[src/rtl/mw_timer_pkg.sv]
// mw_timer_pkg
// Shared types and constants for the microwave cook-time sequencer.
//   mwt_state_t : sequencer state encoding
//   ADD_SECS    : seconds added by one add30 press
//   WAIT_CYCLES : cycles the sequencer waits for the oven to raise heat
//                 after issuing start before falling back to ARMED
package mw_timer_pkg;

    typedef enum logic [2:0] {
        IDLE    = 3'd0,
        ARMED   = 3'd1,
        WAIT    = 3'd2,
        RUNNING = 3'd3,
        PAUSED  = 3'd4,
        DONE    = 3'd5
    } mwt_state_t;

    localparam int ADD_SECS    = 30;
    localparam int WAIT_CYCLES = 2;

endpackage

[src/rtl/mwt_tick_gen.sv]
// mwt_tick_gen
// One-second prescaler. Counts clock cycles while run is high and emits a
// single-cycle tick on the cycle the count sits at TICK_DIV-1 (the count
// wraps to 0 on the following edge). When run is low the count is held,
// so a paused cook resumes with its sub-second phase intact.
// Ports:
//   clk, rst : clock, asynchronous active-high reset
//   run      : advance the prescaler this cycle
//   clear    : synchronous restart of the prescaler at 0 (wins over run)
//   tick     : one-cycle pulse at the end of each second
//   count    : current (frozen when run is low) prescaler value
module mwt_tick_gen #(
    parameter int TICK_DIV = 1000,
    parameter int CW       = (TICK_DIV > 1) ? $clog2(TICK_DIV) : 1
) (
    input  logic          clk,
    input  logic          rst,
    input  logic          run,
    input  logic          clear,
    output logic          tick,
    output logic [CW-1:0] count
);

    localparam logic [CW-1:0] TC = CW'(TICK_DIV - 1);

    logic [CW-1:0] r_count;

    always_ff @(posedge clk or posedge rst) begin
        if (rst) begin
            r_count <= '0;
        end else if (clear) begin
            r_count <= '0;
        end else if (run) begin
            if (r_count == TC) r_count <= '0;
            else               r_count <= r_count + CW'(1);
        end
    end

    assign tick  = run && (r_count == TC);
    assign count = r_count;

endmodule

[src/rtl/microwave_timer.sv]
// microwave_timer
// Cook-time sequencer between the keypad decoder and the oven FSM.
// Holds the programmed time in seconds, requests start from the oven,
// counts down while the oven heats, pulses finish at zero and duty-cycles
// the magnetron from the oven's heat output for four power levels.
// Optional build macro MWT_QUICKSTART_EN: add30 pressed in IDLE loads
// 30 s and immediately issues start (goes to WAIT instead of ARMED).
// Ports:
//   clk, rst       : clock, asynchronous active-high reset
//   load/load_secs : set remaining to min(load_secs, MAX_SECS)
//   add30          : remaining += 30, saturating at MAX_SECS
//   clear          : cancel
//   start_key      : user start request
//   power          : power level 0..3 (3 = continuous)
//   heat           : oven FSM heat output
//   start, finish  : one-cycle requests to the oven FSM
//   magnetron      : gated heater drive
//   remaining      : seconds left, for the display
//   busy           : high while RUNNING or PAUSED
//
// state   | meaning
// IDLE    | no time programmed, remaining = 0
// ARMED   | time programmed, waiting for start_key
// WAIT    | start issued, waiting for oven heat
// RUNNING | oven heating, counting down
// PAUSED  | heat dropped (door open), prescaler frozen
// DONE    | countdown over, waiting for heat to drop
module microwave_timer
    import mw_timer_pkg::*;
#(
    parameter int TICK_DIV = 1000,
    parameter int TW       = 10,
    parameter int MAX_SECS = 999
) (
    input  logic          clk,
    input  logic          rst,
    input  logic          load,
    input  logic [TW-1:0] load_secs,
    input  logic          add30,
    input  logic          clear,
    input  logic          start_key,
    input  logic [1:0]    power,
    input  logic          heat,
    output logic          start,
    output logic          finish,
    output logic          magnetron,
    output logic [TW-1:0] remaining,
    output logic          busy
);

    localparam int            PCW   = (TICK_DIV > 1) ? $clog2(TICK_DIV) : 1;
    localparam logic [TW-1:0] MAX_V = TW'(MAX_SECS);
    localparam logic [TW:0]   ADD_V = (TW+1)'(ADD_SECS);
    localparam logic [1:0]    WAIT_LAST = 2'(WAIT_CYCLES - 1);

    mwt_state_t    r_state;
    logic [TW-1:0] r_rem;
    logic [1:0]    r_window;
    logic [1:0]    r_wait_cnt;
    logic          r_start;
    logic          r_finish;
    logic          r_mag;
    logic          r_busy;

    logic           w_run;
    logic           w_presc_clr;
    logic           w_tick;
    logic [PCW-1:0] w_presc_unused;
    logic [TW-1:0]  w_load_sat;
    logic [TW:0]    w_add_sum;
    logic [TW-1:0]  w_add_sat;

    assign w_run       = (r_state == RUNNING) && heat;
    // Held at zero while waiting for heat so every cook starts on a whole second.
    assign w_presc_clr = (r_state == WAIT);

    mwt_tick_gen #(
        .TICK_DIV (TICK_DIV),
        .CW       (PCW)
    ) u_tick_gen (
        .clk   (clk),
        .rst   (rst),
        .run   (w_run),
        .clear (w_presc_clr),
        .tick  (w_tick),
        .count (w_presc_unused)
    );

    assign w_load_sat = (load_secs > MAX_V) ? MAX_V : load_secs;
    assign w_add_sum  = {1'b0, r_rem} + ADD_V;
    assign w_add_sat  = (w_add_sum > {1'b0, MAX_V}) ? MAX_V : w_add_sum[TW-1:0];

    always_ff @(posedge clk or posedge rst) begin
        if (rst) begin
            r_state    <= IDLE;
            r_rem      <= '0;
            r_window   <= '0;
            r_wait_cnt <= '0;
            r_start    <= 1'b0;
            r_finish   <= 1'b0;
            r_mag      <= 1'b0;
            r_busy     <= 1'b0;
        end else begin
            r_start  <= 1'b0;
            r_finish <= 1'b0;
            r_mag    <= heat && (r_state == RUNNING) && (r_window <= power);

            case (r_state)
                IDLE: begin
                    if (!clear) begin
                        if (load) begin
                            r_rem <= w_load_sat;
                            if (w_load_sat != '0) r_state <= ARMED;
                        end else if (add30 && (w_add_sat != '0)) begin
                            r_rem <= w_add_sat;
`ifdef MWT_QUICKSTART_EN
                            r_start    <= 1'b1;
                            r_wait_cnt <= '0;
                            r_state    <= WAIT;
`else
                            r_state    <= ARMED;
`endif
                        end
                    end
                end

                ARMED: begin
                    if (clear) begin
                        r_rem   <= '0;
                        r_state <= IDLE;
                    end else if (load) begin
                        r_rem <= w_load_sat;
                        if (w_load_sat == '0) r_state <= IDLE;
                    end else if (add30) begin
                        r_rem <= w_add_sat;
                    end else if (start_key) begin
                        r_start    <= 1'b1;
                        r_wait_cnt <= '0;
                        r_state    <= WAIT;
                    end
                end

                WAIT: begin
                    if (clear) begin
                        r_rem   <= '0;
                        r_state <= IDLE;
                    end else if (heat) begin
                        r_window <= '0;
                        r_busy   <= 1'b1;
                        r_state  <= RUNNING;
                    end else if (r_wait_cnt == WAIT_LAST) begin
                        r_state <= ARMED;
                    end else begin
                        r_wait_cnt <= r_wait_cnt + 2'd1;
                    end
                end

                RUNNING: begin
                    if (clear) begin
                        r_rem    <= '0;
                        r_finish <= 1'b1;
                        r_busy   <= 1'b0;
                        r_state  <= DONE;
                    end else if (w_tick) begin
                        r_window <= r_window + 2'd1;
                        // An add30 landing on a tick still consumes that second.
                        if (add30) begin
                            r_rem <= w_add_sat - TW'(1);
                        end else if (r_rem <= TW'(1)) begin
                            r_rem    <= '0;
                            r_finish <= 1'b1;
                            r_busy   <= 1'b0;
                            r_state  <= DONE;
                        end else begin
                            r_rem <= r_rem - TW'(1);
                        end
                    end else begin
                        if (add30) r_rem <= w_add_sat;
                        if (!heat) r_state <= PAUSED;
                    end
                end

                PAUSED: begin
                    if (clear) begin
                        r_rem   <= '0;
                        r_busy  <= 1'b0;
                        r_state <= IDLE;
                    end else if (heat) begin
                        r_state <= RUNNING;
                    end
                end

                DONE: begin
                    if (!heat) r_state <= IDLE;
                end

                default: begin
                    r_rem   <= '0;
                    r_busy  <= 1'b0;
                    r_state <= IDLE;
                end
            endcase
        end
    end

    assign start     = r_start;
    assign finish    = r_finish;
    assign magnetron = r_mag;
    assign remaining = r_rem;
    assign busy      = r_busy;

endmodule

[config.mk]
export PLATFORM = sky130hd
export DESIGN_NAME = microwave_timer
export DESIGN_NICKNAME = d
export VERILOG_FILES = /design/src/rtl/mw_timer_pkg.sv /design/src/rtl/mwt_tick_gen.sv /design/src/rtl/microwave_timer.sv
export SDC_FILE = /design/constraint.sdc
export NUM_CORES = 1
export LEC_CHECK = 0
export ABC_AREA = 0
export CAP_MARGIN = 20
export CORE_ASPECT_RATIO = 0.9
export CORE_UTILIZATION = 25
export DETAILED_ROUTE_END_ITERATION = 10
export SYNTH_ARGS = -nofsm -noshare
export SYNTH_HDL_FRONTEND = slang
export SYNTH_HIERARCHICAL = 1
export SYNTH_SLANG_ARGS = --single-unit
[constraint.sdc]
create_clock -name clk -period 7.9 [get_ports clk]
set_input_delay 1.58 -clock clk [delete_from_list [all_inputs] [get_ports clk]]
set_output_delay 1.58 -clock clk [all_outputs]
set_load 0.05 [all_outputs]
==> reports/metrics.yaml, run 1 <==
outcome: "finished clean"
dieArea_um2: 12500
rsz0062_at_grt: "no"
finalSetupTns_ns: 0
clock_power_share_pct: 19.0
drtIter0Drc: 359
synth_area_leader_cell: "dfrtp_1"
cts_tree: "yes"
post-route-period-util_pct: 54.2
overflow: 0
post_cts_resize_count: 0
io_buffers: 32
p_seq_share_pct: 26.8
row_count: 37
syn_inst: 387
synth_area_per_cell_um2: 7.78
cts_buffers: 5
synth_top_area_share_pct: 25.8
worstMarginPinSlew_ns: 0.980
drc: 0
synth_edf_count: 0
worst-endpoint-required_ns: 8.09
wl_per_cell_um: 16.5
synth-compound-area-share_pct: 25.4
ys_types: 73
grt_max_degree: 32
synth_ff_type: "dfrtp_1"
worstPathMaxFanout: 12
hpwlAfterDp_um: 6640
ys_seq_area_share_pct: 25.8
hold_path_startpoint: "r_window[1]$_DFFE_PP0P_"
first_pass_iters: 5
final_cell_mix: "nand2_1 (37), nor2_1 (36), clkdlybuf4s50_1 (32)"
finalNetCount: 427
clock-root-buffer: "clkbuf_16"
path_class: "reg2reg"
finalCriticalPeriod_ns: 4.28
drive_gt1_share_pct: 7.23
hold_class: "reg2reg"
startpoint_type: "flop"
clock_skew_ns: 0.00540
seq_area_um2: 776
cts_max_level: 2
r2r_slack_ns: 3.62
vias: 3086
yosys.area_share.simple_pct: 29.2
synthAdderAreaFrac_pct: 3.66
ant_nets: 0
worstSkewPairLatency_ns: 0.28
maxCapViolCount: 0
synth_top_family_by_area: "simple AND/OR/NAND/NOR gates"
crit_arrival_ns: 4.48
multi_input_area_um2: 2040
syn2layout_area_growth_pct: 19.1
syn_area_um2: 3010
muxShareOfSynthArea_pct: 3.16
synth_xor_area_share_pct: 6.44
gp_routability_congestion: 0.903
setup_viol: 0
viasPerCell: 5.54
cts_setup_buffers: 0
pin_count: 33
grt_pass1_wl_um: 14800
power_frac_comb_pct: 54.2
wl_um: 9200
synth_fp_nets: 414
async_flop_share_pct: 100
antenna_found_initial: 0
initial_core_util_pct: 26.0
power_density_nw_per_um2: 337
hold_buffers: 0
final_core_util_pct: 31.0
swShare_pct: 48.8
layout_commonest_cell: "nand2_1"
die_w_um: 118
drv_slew: 0
yosys_warnings: 6
relSlewSlack_pct: 34.7
finalHoldViolations: 0
clock_sinks: 31
num_antenna_cells: 0
clk_pin_slew_ns: 0.06
ys_ff_latch: 31
p_switching_uw: 590
vdd_drop_max_uv: 101
ys_top_cells_by_area: "dfrtp_1 (26%), nand2_1 (4.6%), nor2_1 (4.5%), o21ai_0 (3.8%), a21oi_1 (3.5%)"
r2r-start: "remaining[1]$_DFFE_PP0P_"
grt_usage_pct: 14.7
core_region_area_um2: 11600
die_y_um: 106
p_int_uw: 618
nFillCells: 1247
end_kind: "flop"
startpoint: "remaining[1]$_DFFE_PP0P_"
cts_buffer_depth: 2
power_leakage_nw: 1.42
grt_pass1_vias: 2844
fmax_mhz: 234
==> metal layers <==
layer	global-route usage (%)	part of all wire, %	vias to the layer above
met5	0	0	-
met4	4.03	1.6	0
met3	2.74	6.2	16
met2	23.2	45	128
met1	20.3	47	1488
li1	-	-	1454
==> synthesized netlist by cell type (4+ instances only) <==
master / instances
a31oi_1: 4
nor3_1: 19
or2_2: 4
ha_1: 8
buf_1: 5
nand2_1: 37
a21oi_1: 21
and3_1: 6
o21ai_0: 23
dfrtp_1: 31
and2_1: 4
xor2_1: 10
o31ai_1: 5
nand4_1: 4
nand2b_1: 8
xnor2_1: 9
nor3b_1: 5
clkbuf_1: 18
nand3_1: 11
mux2_2: 4
nor2_1: 36
mux2i_1: 5
inv_1: 19
nor4b_1: 4
nor2b_1: 4
a211o_1: 5
a211oi_1: 6
==> path summary, 6_finish.rpt <==
kind / endpoint / cells after the start
max in group asynchronous: magnetron$_DFF_PP0_ / 2
worst max-delay path: remaining[4]$_DFFE_PP0P_ / 14
worst max register to register: remaining[4]$_DFFE_PP0P_ / 14
min in group asynchronous: u_tick_gen/count[4]$_DFFE_PP0P_ / 2
worst min-delay path: r_window[1]$_DFFE_PP0P_ / 1
worst min register to register: r_window[1]$_DFFE_PP0P_ / 1
==> power by group through the flow <==
stage	combinational, mW	sequential (mW)	clock, mW
after floorplan	0.494	0.306	0
after global placement	0.636	0.322	0
after detailed placement	0.643	0.323	0
after CTS	0.648	0.321	0.233
after global routing	0.713	0.335	0.241
final	0.655	0.324	0.229
==> layout make-up <==
cell class | instances | share of cell area (%)
clock buffers | 6 | 3.87
clock inverters | 2 | 0.977
inverters | 19 | 1.99
multi-input cells | 310 | 57.0
flip-flops and latches | 31 | 21.6
well taps | 156 | 5.44
repair buffers | 33 | 9.14
==> kinds of logic after synthesis <==
kind of cell | count (synthesis)
AO/OA/AOI/OAI | 107
multiplexers | 9
flip-flops | 31
buffers and inverters | 46
adder cells (fa/ha/maj) | 9
AND/OR/NAND/NOR | 165
XOR/XNOR | 20
==> sequential cells by signal, summed over array words and instances, names as in the netlist <==
signal and cells:
magnetron 1, r_state 3, r_wait_cnt 2, busy 1, finish 1, remaining 10, start 1, r_window 2
u_tick_gen/count 10
==> critical path, cell delays in order, from the launching register on <==
cell and delay, ns:
dfrtp_1 0.53, inv_1 0.22, ha_1 0.36, nor3b_1 0.50
xnor2_1 0.20, nand4bb_1 0.20, o31ai_2 0.52, nor2_1 0.09
ha_1 0.31, a2111oi_0 0.44, a41oi_1 0.09, mux2_2 0.30
nor3_1 0.15, o21ai_0 0.11, o211ai_1 0.17
==> stage by stage <==
stage                     power, mW  hold WS (ns)  area, µm²  setup WS [ns]  instances
after floorplan               0.801         0.450       3010           4.06        387
after global routing           1.29         0.525       3590           3.30        557
after CTS                      1.20         0.501       3590           3.66        557
final                          1.21         0.495       3590           3.62        557
after global placement        0.958         0.480       3410           3.63        549
after detailed placement      0.966         0.490       3410           3.49        549
(Power assumes the default switching activity.)
==> run 2, diff against run 1 <==
clock period = 4.2 ns   (was 7.9 ns; I/O delays follow)
==> reports/metrics.yaml, run 2 (same netlist as run 1, synthesis figures left out) <==
core_region_area_um2: 11600  # unchanged
vias: 3123  # +1.2%
cts_buffers: 5  # unchanged
multi_input_area_um2: 2050  # +0.24%
end_kind: "flop"
rr_endpoint: "remaining[4]$_DFFE_PP0P_"
overflow: 0  # unchanged
antenna_found_initial: 0  # unchanged
startpoint: "remaining[2]$_DFFE_PP0P_"
cts_buffer_depth: 2  # unchanged
viasPerCell: 5.51  # -0.59%
worstPathMaxFanout: 11  # -1
drive_gt1_share_pct: 9.73  # +2.5 points
final_cell_mix: "nand2_1 (37), nor2_1 (36), clkdlybuf4s50_1 (32)"
cts_setup_buffers: 0  # unchanged
vdd_drop_max_uv: 192  # +90%
hold_buffers: 0  # unchanged
hpwlAfterDp_um: 6940  # +4.5%
syn2layout_area_growth_pct: 21.8
clock-root-buffer: "clkbuf_16"
r2r-start: "remaining[2]$_DFFE_PP0P_"
ant_nets: 0  # unchanged
post-route-period-util_pct: 90.1  # +36 points
maxCapViolCount: 0  # unchanged
num_antenna_cells: 0  # unchanged
wl_um: 9500  # +3.3%
cts_max_level: 2  # unchanged
critPathMostFrequentCell: "ha_1"
finalCriticalPeriod_ns: 3.79  # -0.497 ns
crit_arrival_ns: 3.98  # -0.50 ns
clock_sinks: 31  # unchanged
gp_routability_congestion: 0.914  # +1.2%
setup_viol: 0  # unchanged
nFillCells: 1222  # -2.0%
worstSkewPairLatency_ns: 0.28  # about the same
worstMarginPinSlew_ns: 1.09  # +0.114 ns
grt_usage_pct: 15.4  # +0.77 points
r2r_slack_ns: 0.41  # -3.20 ns
drc: 0  # unchanged
rsz0062_at_grt: "no"
power_density_nw_per_um2: 637  # +89%
relSlewSlack_pct: 27.1  # -7.6 points
crit_chain: "inv_1, ha_1, nor3b_2, xnor2_1, nand4bb_1, o31ai_2, nor2_1, ha_1, a2111oi_0, a41oi_1, mux2_2, nor3_1, o21ai_0, o211ai_1"
finalSetupTns_ns: 0  # unchanged
io_buffers: 32  # unchanged
worst-endpoint-required_ns: 4.40  # -3.69 ns
power_leakage_nw: 1.47  # +3.9%
hold_end: "r_window[0]$_DFFE_PP0P_"
path_class: "reg2reg"
power_mw: 2.34  # +93%
finalHoldViolations: 0  # unchanged
wl_per_cell_um: 16.8  # +1.4%
outcome: "finished clean"
clk_pin_slew_ns: 0.06  # about the same
initial_core_util_pct: 26.0  # unchanged
critPathBufInv: 1  # unchanged
row_count: 37  # unchanged
grt_pass1_vias: 2987  # +5.0%
first_pass_iters: 5  # unchanged
grt_pass1_wl_um: 15500  # +4.3%
dieArea_um2: 12500  # unchanged
drtIter0Drc: 303  # -16%
finalNetCount: 437  # +2.3%
clock_skew_ns: 0.00487  # -0.000533 ns
grt_max_degree: 31  # -3.1%
hold_path_startpoint: "r_window[0]$_DFFE_PP0P_"
pin_count: 33  # unchanged
cp_top_family: "compound AO/OA/AOI/OAI gates"
fmax_mhz: 264  # +13%
cts_tree: "yes"
rr_worst_depth: 14  # unchanged
crit_slowest_cell: "dfrtp_1"
seq_area_um2: 776  # unchanged
post_cts_resize_count: 0  # unchanged
layout_commonest_cell: "nand2_1"
die_y_um: 106  # unchanged
hold_class: "reg2reg"
die_w_um: 118  # unchanged
startpoint_type: "flop"
slowest_delay_ns: 0.51  # -0.02 ns
hold_depth: 1  # unchanged
drv_slew: 0  # unchanged
run 2: cell count changes in the layout (fill, tap and decap cells not counted), sizes merged:
cell / previous run / this run
buf: 1 / 11
run 2: per-layer routing:
metal	GRT usage (%)	part of all wire [%]
met1	21.2	46
met4	6.04	1.7
met3	2.58	6.9
met2	24.0	46
met5	0	0
run 2: layout make-up:
type | count | area share, %
well taps | 156 | 5.32
clock inverters | 2 | 0.955
multi-input cells | 310 | 55.9
flip-flops and latches | 31 | 21.2
repair buffers | 43 | 11.0
inverters | 19 | 1.94
clock buffers | 6 | 3.79
run 2: per-stage QoR:
stage / utilization [%] / instance area (µm²) / hold slack (ns) / setup WS (ns) / std cells
after floorplan: - / 3010 / 0.450 / 0.357 / 387
after global placement: 30.1 / 3490 / 0.473 / 0.564 / 559
after detailed placement: 30.1 / 3490 / 0.481 / 0.404 / 559
after CTS: 31.6 / 3660 / 0.489 / 0.366 / 567
after global routing: 31.7 / 3670 / 0.514 / 0.0558 / 567
final: 31.7 / 3670 / 0.483 / 0.415 / 567
run 2: worst reg2reg max path, cell delays in order, from the launching register on:
cell,delay (ns)
dfrtp_1,0.51
inv_1,0.10
ha_1,0.31
nor3b_2,0.32
xnor2_1,0.19
nand4bb_1,0.20
o31ai_2,0.47
nor2_1,0.09
ha_1,0.28
a2111oi_0,0.42
a41oi_1,0.09
mux2_2,0.29
nor3_1,0.14
o21ai_0,0.12
o211ai_1,0.18
run 2: how the worst max path moves through the flow:
| stage | to | slack [ns] | cells after the start |
|---|---|---|---|
| floorplan | remaining[4]$_DFFE_PP0P_ | 0.36 | 16 |
| global placement | remaining[4]$_DFFE_PP0P_ | 0.56 | 14 |
| detailed placement | remaining[4]$_DFFE_PP0P_ | 0.40 | 14 |
| CTS | remaining[4]$_DFFE_PP0P_ | 0.37 | 14 |
| global route | remaining[4]$_DFFE_PP0P_ | 0.06 | 14 |
| finish | remaining[4]$_DFFE_PP0P_ | 0.41 | 14 |
run 2: power breakdown:
| group | leakage, nW | internal (mW) | switching, mW |
|---|---|---|---|
| Sequential | 0.420 | 0.371 | 0.151 |
| Combinational | 0.968 | 0.533 | 0.840 |
| Clock | 0.0868 | 0.295 | 0.146 |
==> run 3, diff against run 2 <==
TNS_END_PERCENT = 10   (was not set)
==> results of run 3 <==
No change in the layout: final DEF, timing and power equal those of run 2.
